**config.mk**
```make
export PLATFORM = sky130hd
export DESIGN_NAME = usb_fs_out_sequencer_flat
export DESIGN_NICKNAME = d
export VERILOG_FILES = /design/src/rtl/usb_fs_out_sequencer_if.sv /design/src/rtl/usb_fs_out_sequencer.sv /design/src/flat_wrapper.sv
export SDC_FILE = /design/constraint.sdc
export NUM_CORES = 1
export LEC_CHECK = 0
export ABC_AREA = 1
export BUFFER_PORTS_ARGS = -buffer_cell sky130_fd_sc_hd__clkbuf_2
export CORE_UTILIZATION = 52
export CTS_CLUSTER_DIAMETER = 50
export DETAILED_ROUTE_END_ITERATION = 8
export PLACE_DENSITY = 0.88
export SLEW_MARGIN = 0
export SYNTH_ARGS = -nofsm -noshare
export SYNTH_HDL_FRONTEND = slang
export SYNTH_SLANG_ARGS = --single-unit
```
**constraint.sdc**
```tcl
create_clock -name clk -period 1.6 [get_ports clk]
set_input_delay 0.08 -clock clk [delete_from_list [all_inputs] [get_ports clk]]
set_output_delay 0.08 -clock clk [all_outputs]
set_load 0.005 [all_outputs]
```
**src/rtl/usb_fs_out_sequencer_if.sv**
```systemverilog
// usb_fs_out_sequencer_if: receive events, OUT endpoint buffer and handshake request signals
interface usb_fs_out_sequencer_if #(parameter int NUM_EP = 4);
  logic [6:0] dev_addr;
  logic rx_pkt_start;
  logic rx_pkt_end;
  logic [3:0] rx_pid;
  logic [6:0] rx_addr;
  logic [3:0] rx_endp;
  logic rx_valid_packet;
  logic rx_data_put;
  logic [7:0] rx_data;
  logic [NUM_EP-1:0] ep_ready;
  logic [NUM_EP-1:0] ep_stall;
  logic [NUM_EP-1:0] ep_sel;
  logic ep_setup;
  logic ep_data_put;
  logic [7:0] ep_data;
  logic ep_commit;
  logic ep_abort;
  logic hs_req;
  logic [3:0] hs_pid;
  logic hs_grant;
  modport master (
    input dev_addr, rx_pkt_start, rx_pkt_end, rx_pid, rx_addr, rx_endp, rx_valid_packet,
    input rx_data_put, rx_data, ep_ready, ep_stall, hs_grant,
    output ep_sel, ep_setup, ep_data_put, ep_data, ep_commit, ep_abort, hs_req, hs_pid
  );
  modport slave (
    output dev_addr, rx_pkt_start, rx_pkt_end, rx_pid, rx_addr, rx_endp, rx_valid_packet,
    output rx_data_put, rx_data, ep_ready, ep_stall, hs_grant,
    input ep_sel, ep_setup, ep_data_put, ep_data, ep_commit, ep_abort, hs_req, hs_pid
  );
endinterface

```
**src/rtl/usb_fs_out_sequencer.sv**
```systemverilog
// usb_fs_out_sequencer: full-speed OUT/SETUP token -> data -> handshake sequencer.
// Define USB_OUT_SEQ_MAXPKT_CHECK_EN to abort packets longer than 66 bytes (babble).
module usb_fs_out_sequencer #(
  parameter int NUM_EP = 4,
  parameter int TIMEOUT = 1024
) (
  input logic clk,
  input logic reset,
  usb_fs_out_sequencer_if.master bus
);
  localparam int EW = NUM_EP > 1 ? $clog2(NUM_EP) : 1;
  localparam int CW = $clog2(TIMEOUT + 1);
  localparam logic [3:0] PID_OUT = 4'b0001, PID_SETUP = 4'b1101, PID_DATA0 = 4'b0011,
    PID_DATA1 = 4'b1011, PID_ACK = 4'b0010, PID_NAK = 4'b1010, PID_STALL = 4'b1110;
  typedef enum logic [1:0] {IDLE, WAIT_DATA, DATA, HS} state_t;
  state_t state_q;
  logic [CW-1:0] cnt_q;
  logic [EW-1:0] ep_q, tok_ep;
  logic [NUM_EP-1:0] tog_q, sel_q;
  logic ready_q, setup_q, put_q, commit_q, abort_q, hs_req_q;
  logic [7:0] data_q;
  logic [3:0] hs_pid_q;
  logic latch, is_data, stall, elig, fwd, babble, do_commit;
  assign tok_ep = bus.rx_endp[EW-1:0];
  assign latch = state_q != HS && bus.rx_pkt_end && bus.rx_valid_packet &&
                 (bus.rx_pid == PID_OUT || bus.rx_pid == PID_SETUP) &&
                 bus.rx_addr == bus.dev_addr && int'(bus.rx_endp) < NUM_EP;
  assign is_data = bus.rx_pid == PID_DATA0 || bus.rx_pid == PID_DATA1;
  assign stall = bus.ep_stall[ep_q];
  assign elig = setup_q || (ready_q && !stall);
  assign do_commit = setup_q ? bus.rx_pid == PID_DATA0 : !stall && ready_q && bus.rx_pid[3] == tog_q[ep_q];
`ifdef USB_OUT_SEQ_MAXPKT_CHECK_EN
  logic [6:0] bcnt_q;
  assign fwd = elig && bus.rx_data_put && bcnt_q < 7'd66;
  assign babble = bcnt_q > 7'd66 || (bcnt_q == 7'd66 && elig && bus.rx_data_put);
  // counts every eligible byte so the 67th marks the packet as babble
  always_ff @(posedge clk or posedge reset)
    if (reset) bcnt_q <= '0;
    else if (latch) bcnt_q <= '0;
    else if (state_q == DATA && elig && bus.rx_data_put && bcnt_q != 7'h7f) bcnt_q <= bcnt_q + 7'd1;
`else
  assign fwd = elig && bus.rx_data_put;
  assign babble = 1'b0;
`endif
  always_ff @(posedge clk or posedge reset)
    if (reset) begin
      state_q <= IDLE;
      cnt_q <= '0;
      ep_q <= '0;
      tog_q <= '0;
      sel_q <= '0;
      ready_q <= 1'b0;
      setup_q <= 1'b0;
      put_q <= 1'b0;
      data_q <= '0;
      commit_q <= 1'b0;
      abort_q <= 1'b0;
      hs_req_q <= 1'b0;
      hs_pid_q <= '0;
    end else begin
      put_q <= state_q == DATA && fwd;
      data_q <= state_q == DATA && fwd ? bus.rx_data : data_q;
      commit_q <= 1'b0;
      abort_q <= 1'b0;
      // a token seen before any data (its start already moved us to DATA) restarts the wait
      if (latch) begin
        state_q <= WAIT_DATA;
        cnt_q <= '0;
        ep_q <= tok_ep;
        sel_q <= NUM_EP'(1) << tok_ep;
        setup_q <= bus.rx_pid == PID_SETUP;
        ready_q <= bus.ep_ready[tok_ep];
      end else
        case (state_q)
          WAIT_DATA:
            if (bus.rx_pkt_start) state_q <= DATA;
            else if (cnt_q == CW'(TIMEOUT - 1)) begin
              state_q <= IDLE;
              sel_q <= '0;
              setup_q <= 1'b0;
            end else cnt_q <= cnt_q + 1'b1;
          DATA:
            if (bus.rx_pkt_end) begin
              if (!bus.rx_valid_packet || !is_data || babble) begin
                abort_q <= 1'b1;
                state_q <= IDLE;
                sel_q <= '0;
                setup_q <= 1'b0;
              end else begin
                state_q <= HS;
                hs_req_q <= 1'b1;
                hs_pid_q <= (setup_q || (!stall && ready_q)) ? PID_ACK : stall ? PID_STALL : PID_NAK;
                commit_q <= do_commit;
                abort_q <= !do_commit;
                if (do_commit) tog_q[ep_q] <= setup_q || !tog_q[ep_q];
              end
            end
          HS:
            if (bus.hs_grant || bus.rx_pkt_start) begin
              state_q <= IDLE;
              hs_req_q <= 1'b0;
              sel_q <= '0;
              setup_q <= 1'b0;
            end
          default: ;
        endcase
    end
  assign bus.ep_sel = sel_q;
  assign bus.ep_setup = setup_q;
  assign bus.ep_data_put = put_q;
  assign bus.ep_data = data_q;
  assign bus.ep_commit = commit_q;
  assign bus.ep_abort = abort_q;
  assign bus.hs_req = hs_req_q;
  assign bus.hs_pid = hs_pid_q;
endmodule

```
**src/flat_wrapper.sv**
```systemverilog
// flat-port wrapper written by rule: the top's interface ports become plain ports
module usb_fs_out_sequencer_flat 
#(
  parameter int NUM_EP = 4,
  parameter int TIMEOUT = 1024
)
  (clk, reset, bus_dev_addr, bus_rx_pkt_start, bus_rx_pkt_end, bus_rx_pid, bus_rx_addr, bus_rx_endp, bus_rx_valid_packet, bus_rx_data_put, bus_rx_data, bus_ep_ready, bus_ep_stall, bus_hs_grant, bus_ep_sel, bus_ep_setup, bus_ep_data_put, bus_ep_data, bus_ep_commit, bus_ep_abort, bus_hs_req, bus_hs_pid);
  usb_fs_out_sequencer_if #(.NUM_EP(NUM_EP)) bus_i ();
  input logic clk;
  input logic reset;
  input wire logic [$bits(bus_i.dev_addr)-1:0] bus_dev_addr;
  input wire logic [$bits(bus_i.rx_pkt_start)-1:0] bus_rx_pkt_start;
  input wire logic [$bits(bus_i.rx_pkt_end)-1:0] bus_rx_pkt_end;
  input wire logic [$bits(bus_i.rx_pid)-1:0] bus_rx_pid;
  input wire logic [$bits(bus_i.rx_addr)-1:0] bus_rx_addr;
  input wire logic [$bits(bus_i.rx_endp)-1:0] bus_rx_endp;
  input wire logic [$bits(bus_i.rx_valid_packet)-1:0] bus_rx_valid_packet;
  input wire logic [$bits(bus_i.rx_data_put)-1:0] bus_rx_data_put;
  input wire logic [$bits(bus_i.rx_data)-1:0] bus_rx_data;
  input wire logic [$bits(bus_i.ep_ready)-1:0] bus_ep_ready;
  input wire logic [$bits(bus_i.ep_stall)-1:0] bus_ep_stall;
  input wire logic [$bits(bus_i.hs_grant)-1:0] bus_hs_grant;
  output wire logic [$bits(bus_i.ep_sel)-1:0] bus_ep_sel;
  output wire logic [$bits(bus_i.ep_setup)-1:0] bus_ep_setup;
  output wire logic [$bits(bus_i.ep_data_put)-1:0] bus_ep_data_put;
  output wire logic [$bits(bus_i.ep_data)-1:0] bus_ep_data;
  output wire logic [$bits(bus_i.ep_commit)-1:0] bus_ep_commit;
  output wire logic [$bits(bus_i.ep_abort)-1:0] bus_ep_abort;
  output wire logic [$bits(bus_i.hs_req)-1:0] bus_hs_req;
  output wire logic [$bits(bus_i.hs_pid)-1:0] bus_hs_pid;
  assign bus_i.dev_addr = bus_dev_addr;
  assign bus_i.rx_pkt_start = bus_rx_pkt_start;
  assign bus_i.rx_pkt_end = bus_rx_pkt_end;
  assign bus_i.rx_pid = bus_rx_pid;
  assign bus_i.rx_addr = bus_rx_addr;
  assign bus_i.rx_endp = bus_rx_endp;
  assign bus_i.rx_valid_packet = bus_rx_valid_packet;
  assign bus_i.rx_data_put = bus_rx_data_put;
  assign bus_i.rx_data = bus_rx_data;
  assign bus_i.ep_ready = bus_ep_ready;
  assign bus_i.ep_stall = bus_ep_stall;
  assign bus_i.hs_grant = bus_hs_grant;
  assign bus_ep_sel = bus_i.ep_sel;
  assign bus_ep_setup = bus_i.ep_setup;
  assign bus_ep_data_put = bus_i.ep_data_put;
  assign bus_ep_data = bus_i.ep_data;
  assign bus_ep_commit = bus_i.ep_commit;
  assign bus_ep_abort = bus_i.ep_abort;
  assign bus_hs_req = bus_i.hs_req;
  assign bus_hs_pid = bus_i.hs_pid;
  usb_fs_out_sequencer #(.NUM_EP(NUM_EP), .TIMEOUT(TIMEOUT)) u_core (.clk(clk), .reset(reset), .bus(bus_i));
endmodule
```
==> results.toml, run 1 <==
[grt]
grt_usage_pct = 25.4
use_met3_pct = 7.00
antenna_found_initial = 0
first_global_vias = 2059
busiest_layer = "met2"
met2_usage_pct = 42.9
grt_pass1_wl_um = 8730
grt_max_degree = 41
grt-ovfl-total = 0
gr-usage-met1_pct = 31.0

[finish]
fin_cells = 439
area_delta_synth_final_pct = 28.3
drive_gt1_share_pct = 31.6
nets = 434
antenna-diode-count = 0

[synthesis]
synthTopCellsByCount = "nand2_1, dfrtp_1, nor2_1"
synth_edf_count = 0
yosys_most_used_dff = "dfrtp_1"
syn_nets = 351
syn_avg_cell_area_um2 = 7.49
ys_types = 37
synth_area_leaders = "dfrtp_1, nand2_1, nor2_1"
synth.largest_area_cell = "dfrtp_1"
async_flop_share_pct = 100
ys_seq_area_share_pct = 43.8
netlist_instances = 305
ys_ff_latch = 40
netlist_area_um2 = 2280
ys_warn_count = 0
synth.top_cell.area_share_pct = 43.8
synth.most_common_cell = "nand2_1"

[drt]
vias = 2245
drcViolationCount = 0
wire_per_inst_um = 12.1
dr.pass1.iters = 4
ant_nets = 0
drt-total-wl_um = 5310
drtIter0Drc = 190
vias_per_cell = 5.11

[min_path]
holdPathStages = 3
hold_path.class = "input pin to flop"

[setup_path]
critPathMaxFanout = 5
crit_buf_inv = 0
critPathRequiredTime_ns = 1.79
slowest_delay_ns = 0.38
path_delay_family = "simple AND/OR/NAND/NOR gates"
cp-start-kind = "flop"
critPathKind = "flop to flop"
critical_path.cell_chain = "ha_2, nand2_2, nor3_4, nand3_2, o21ai_2, nand3_2, nand3_1, nand2_1"
cp.arrival_ns = 1.81
cp-end-kind = "flop"
crit_cells = 8
timing.critical_path.mode_cell = "nand3_2"
r2r.worst_path.cells = 8
crit_slowest_cell = "dfrtp_1"

[place]
numPortBuffers = 64
place_inst = 420
pre_cts_slack_ns = -0.0444
hpwlAfterDp_um = 3760
finalWeightedCongestion = 0.870

[sta]
finalCritPeriodShare_pct = 102
min_period_ns = 1.63
whs_ns = 0.0493
fin_skew_ns = 0.00675
fin_setup_tns_ns = -0.102
postLayoutSetupSlackWorst_ns = -0.0257
rsz0062_at_grt = "true"
setup_viol = 9
maxSlewViolCount = 0
hold_viol = 0
max_freq_ghz = 0.615

[power]
p_clk_share_pct = 30.0
powerDensity_nw_per_um2 = 802
p_leak_nw = 1.62
ir_drop_uv = 564
total_power_mw = 2.35
swShare_pct = 29.9
pwr-share-comb_pct = 21.2
p_seq_share_pct = 48.8
p_sw_mw = 0.702
p_int_mw = 1.65

[clock_tree]
clockRootBuffer = "clkbuf_8"
cts.reportedPaths.clkPinSlew_ns = 0.08
cts_buffer_depth = 2
cts_sinks = 40
cts_buffers = 5
cts_tree = "yes"
worstSkewPairLatency_ns = 0.30
htree_levels = 2

[floorplan]
ios = 66
core.rowCount = 23
core_area_um2 = 4120
dieArea_um2 = 4660
die_w_um = 68.3
dieHeight_um = 68.3
initial_core_util_pct = 55.5

[run]
maxCapViolCount = 0

[run_status]
violations = "setup timing"
status = "complete, but fails checks"
## worst register-to-register path: cells and delay by family (launching register included)
family,cells,cell delay (ns)
simple gates,6,0.76
compound gates,1,0.17
flops,1,0.38
fa+ha+maj,1,0.21
## metal layers
layer | vias to the layer above | share of wire [%] | routed length (µm)
li1 | 1123 | - | -
met1 | 1023 | 42 | 2220
met2 | 92 | 49 | 2600
met3 | 7 | 8.0 | 423
met4 | 0 | 1.3 | 68
met5 | - | 0 | 0
## power groups by stage
stage | combinational (mW) | sequential (mW) | clock, mW
finish | 0.498 | 1.15 | 0.704
global route | 0.558 | 1.16 | 0.765
floorplan | 0.260 | 1.16 | 0
detailed placement | 0.427 | 1.17 | 0
global placement | 0.406 | 1.16 | 0
CTS | 0.447 | 1.15 | 0.716
## state kept, by name (all words and copies together) (netlist names)
signal                  flops
u_core.cnt_q               11
u_core.bus.ep_data          8
u_core.bus.ep_sel           4
u_core.tog_q                4
u_core.bus.hs_pid           3
u_core.ep_q                 2
u_core.state_q              2
u_core.bus.ep_abort         1
u_core.bus.ep_commit        1
u_core.bus.ep_data_put      1
u_core.bus.ep_setup         1
u_core.bus.hs_req           1
u_core.ready_q              1
## cells in the final DEF (no fill, tap or decap), types with 4 or more instances in the layout
| master | count |
|---|---|
| inv_1 | 27 |
| o21ai_1 | 5 |
| clkbuf_2 | 64 |
| o21ai_0 | 6 |
| nand2_1 | 98 |
| nand4_1 | 5 |
| nor2_2 | 4 |
| nand3_2 | 4 |
| dfrtp_1 | 38 |
| nand2_2 | 7 |
| clkbuf_8 | 6 |
| dlygate4sd3_1 | 9 |
| nand3_1 | 24 |
| buf_4 | 5 |
| nor2_4 | 6 |
| nor2_1 | 36 |
| inv_2 | 6 |
## kinds of logic after synthesis
logic type                 Yosys count  synth area share, %
and+or+nand+nor                    193                 39.1
buffers and inverters               41                 8.27
DFF                                 40                 43.8
AOI/OAI and AO/OA                   25                 6.58
xor gates and xnor gates             4                 1.53
adders and majority gates            1                0.548
other                                1                0.164
## final cells by class
type	count	area [µm²]
clock inverter	2	10.0
sequential	40	1000
tap	50	62.6
multi-input combinational	225	1150
timing repair buffer	79	468
clock buffer	6	82.6
fill	316	1180
inverter	37	149
## through the flow
| stage | cell area [µm²] | utilization, % |
|---|---|---|
| floorplan | 2280 | - |
| global placement | 2670 | 64.9 |
| detailed placement | 2670 | 64.9 |
| CTS | 2860 | 69.4 |
| global route | 2930 | 71.2 |
| finish | 2930 | 71.2 |
## repair_timing
item,4_1_cts,5_1_grt
hold endpoints to repair,48,0
hold buffers,9,0
setup buffers,0,1
pin swaps,2,6
gates cloned,0,1
gates resized for setup,1,19
endpoints found under the setup margin,9,29
## path summary, 6_finish.rpt
check                                     start                    end  slack (ns)
min                             bus_ep_ready[0]         u_core.ready_q        0.05
max                             u_core.cnt_q[1]    u_core.bus.ep_setup       -0.03
max reg2reg                     u_core.cnt_q[1]    u_core.bus.ep_setup       -0.03
max in group asynchronous                 reset        u_core.cnt_q[5]        0.81
min in group asynchronous                 reset  u_core.bus.ep_data[3]        0.43
min reg2reg                u_core.bus.hs_pid[1]   u_core.bus.hs_pid[1]        0.47
No activity file was read; power rests on OpenSTA's default activity.
==> inputs of run 2 (changes only) <==
Settings changed: CORE_MARGIN set to 5.
==> run 2 against run 1 <==
Largest cell class unchanged. Largest power group unchanged. Clock skew barely moved. Cell area rose by 0.77%. The run now ends clean. Clock power rose by 19%.
==> results.toml, run 2 (synthesized netlist as in run 1, its figures left out) <==
[place]
finalWeightedCongestion = 0.780
place_inst = 421
numPortBuffers = 64
hpwlAfterDp_um = 3990

[min_path]
hold_end = "u_core.ready_q"
holdPathStages = 3
min-delay-start = "bus_ep_ready[0]"
hold_path.class = "input pin to flop"

[grt]
antenna_found_initial = 0
grt_max_degree = 41
grt_pass1_wl_um = 9140
grt-ovfl-total = 0
grt_usage_pct = 18.8
first_global_vias = 2087

[clock_tree]
cts_tree = "yes"
worstSkewPairLatency_ns = 0.30
clockRootBuffer = "clkbuf_8"
htree_levels = 2
cts_buffers = 5
cts_buffer_depth = 2
cts_sinks = 40
cts.reportedPaths.clkPinSlew_ns = 0.08

[setup_path]
critPathRequiredTime_ns = 1.84
cp-end-kind = "flop"
critical_path.cell_chain = "nand2_1, nand2_2, nand2_2, nand3_1, nand2_2, nor2_4, nor2_4, buf_6, nand4_1, nand2_1"
timing.rr.start = "u_core.ep_q[0]"
crit_slowest_cell = "dfrtp_2"
r2r.worst_path.cells = 10
timing.critical_path.mode_cell = "nand2_2"
cp.arrival_ns = 1.80
r2r_end = "u_core.tog_q[1]"
path_delay_family = "simple AND/OR/NAND/NOR gates"
critPathMaxFanout = 6
crit_buf_inv = 1
critPathKind = "flop to flop"
slowest_delay_ns = 0.47
cp-start-kind = "flop"
r2r_slack_ns = 0.04

[sta]
max_freq_ghz = 0.643
rsz0062_at_grt = "true"
setup_viol = 0
hold_viol = 0
whs_ns = 0.0360
maxSlewViolCount = 0
min_period_ns = 1.56
finalCritPeriodShare_pct = 97.3
fin_skew_ns = 0.00625

[power]
p_int_mw = 1.75
p_sw_mw = 0.681
p_clk_share_pct = 34.4
p_seq_share_pct = 47.2
p_leak_nw = 1.64
pwr-share-comb_pct = 18.5
ir_drop_uv = 627
swShare_pct = 28.1
powerDensity_nw_per_um2 = 822

[finish]
mostFrequentLayoutCells = "nand2_1, clkbuf_2, nor2_1, dfrtp_1, inv_1"
multiInputGateArea_um2 = 1140
antenna-diode-count = 0
nFillCells = 351
layout.cells.most_common = "nand2_1"
drive_gt1_share_pct = 31.5
nets = 436
top_register = "u_core.cnt_q"
area_delta_synth_final_pct = 29.3
seq_area_um2 = 1000
largest_reg_flops = 11
fin_cells = 443

[floorplan]
core_area_um2 = 4290
dieArea_um2 = 5820
ios = 66
core.rowCount = 24
dieHeight_um = 76.3
initial_core_util_pct = 53.2
die_w_um = 76.3

[drt]
drcViolationCount = 0
drtIter0Drc = 117
vias = 2195
drt-total-wl_um = 5590
vias_per_cell = 4.95
dr.pass1.iters = 4
wire_per_inst_um = 12.6
ant_nets = 0

[run_status]
status = "completed"

[run]
maxCapViolCount = 0
[run 2: changes by cell type in the layout (fill, tap and decap cells not counted), moves of 2 or more]
cell	change
nand2_2	+4
nor2_4	-2
nor2_1	+2
clkinv_2	-2
nand2_1	-4
[run 2: metal layers]
metal	wire length [µm]	track usage, %	vias to the layer above
li1	-	-	1129
met4	99	6.64	0
met1	2390	24.6	981
met5	0	0	-
met2	2630	29.3	75
met3	468	6.15	10
[run 2: tightest hold or removal path, stage by stage]
cell,delay [ns]
clkbuf_2,0.08
nand3_1,0.07
a31oi_1,0.07
[run 2: timing repair]
action | CTS | global route
hold endpoints to repair | 48 | 0
gates resized for setup | 0 | 17
hold buffers | 9 | 0
endpoints found under the setup margin | 0 | 32
setup buffers | 0 | 4
[run 2: how the worst max path moves through the flow]
stage,from,endpoint,slack (ns),cells after the start
floorplan,u_core.cnt_q[0],u_core.cnt_q[9],0.14,9
global placement,u_core.cnt_q[0],u_core.bus.ep_sel[2],0.09,8
detailed placement,u_core.ep_q[0],u_core.bus.ep_data[6],0.01,10
CTS,u_core.cnt_q[0],u_core.bus.ep_setup,0.01,8
global route,u_core.ep_q[0],u_core.tog_q[0],-0.08,10
finish,u_core.ep_q[0],u_core.tog_q[1],0.04,10
[run 2: power by group through the flow]
stage / clock network, mW / registers, mW / logic [mW]
after CTS: 0.847 / 1.15 / 0.443
after global routing: 0.889 / 1.16 / 0.519
after global placement: 0 / 1.16 / 0.409
after detailed placement: 0 / 1.17 / 0.425
final: 0.835 / 1.15 / 0.449
after floorplan: 0 / 1.16 / 0.260
[run 2: per-stage QoR]
step / utilization [%] / setup WS [ns] / area (µm²) / TNS, ns / total power, mW
after global placement: 62.1 / 0.0934 / 2670 / 0 / 1.57
final: 68.8 / 0.0439 / 2950 / 0 / 2.43
after global routing: 68.8 / -0.0759 / 2950 / -0.619 / 2.57
after floorplan: - / 0.137 / 2280 / 0 / 1.42
after detailed placement: 62.1 / 0.0126 / 2670 / 0 / 1.59
after CTS: 66.9 / 0.0111 / 2870 / 0 / 2.44
[run 2: layout make-up]
type,count,share of cell area [%]
Timing Repair Buffer,81,16.5
Clock inverter,3,1.57
Tap cell,52,2.20
Clock buffer,5,2.33
Sequential cell,40,34.0
Multi-Input combinational cell,225,38.5
Inverter,37,4.96
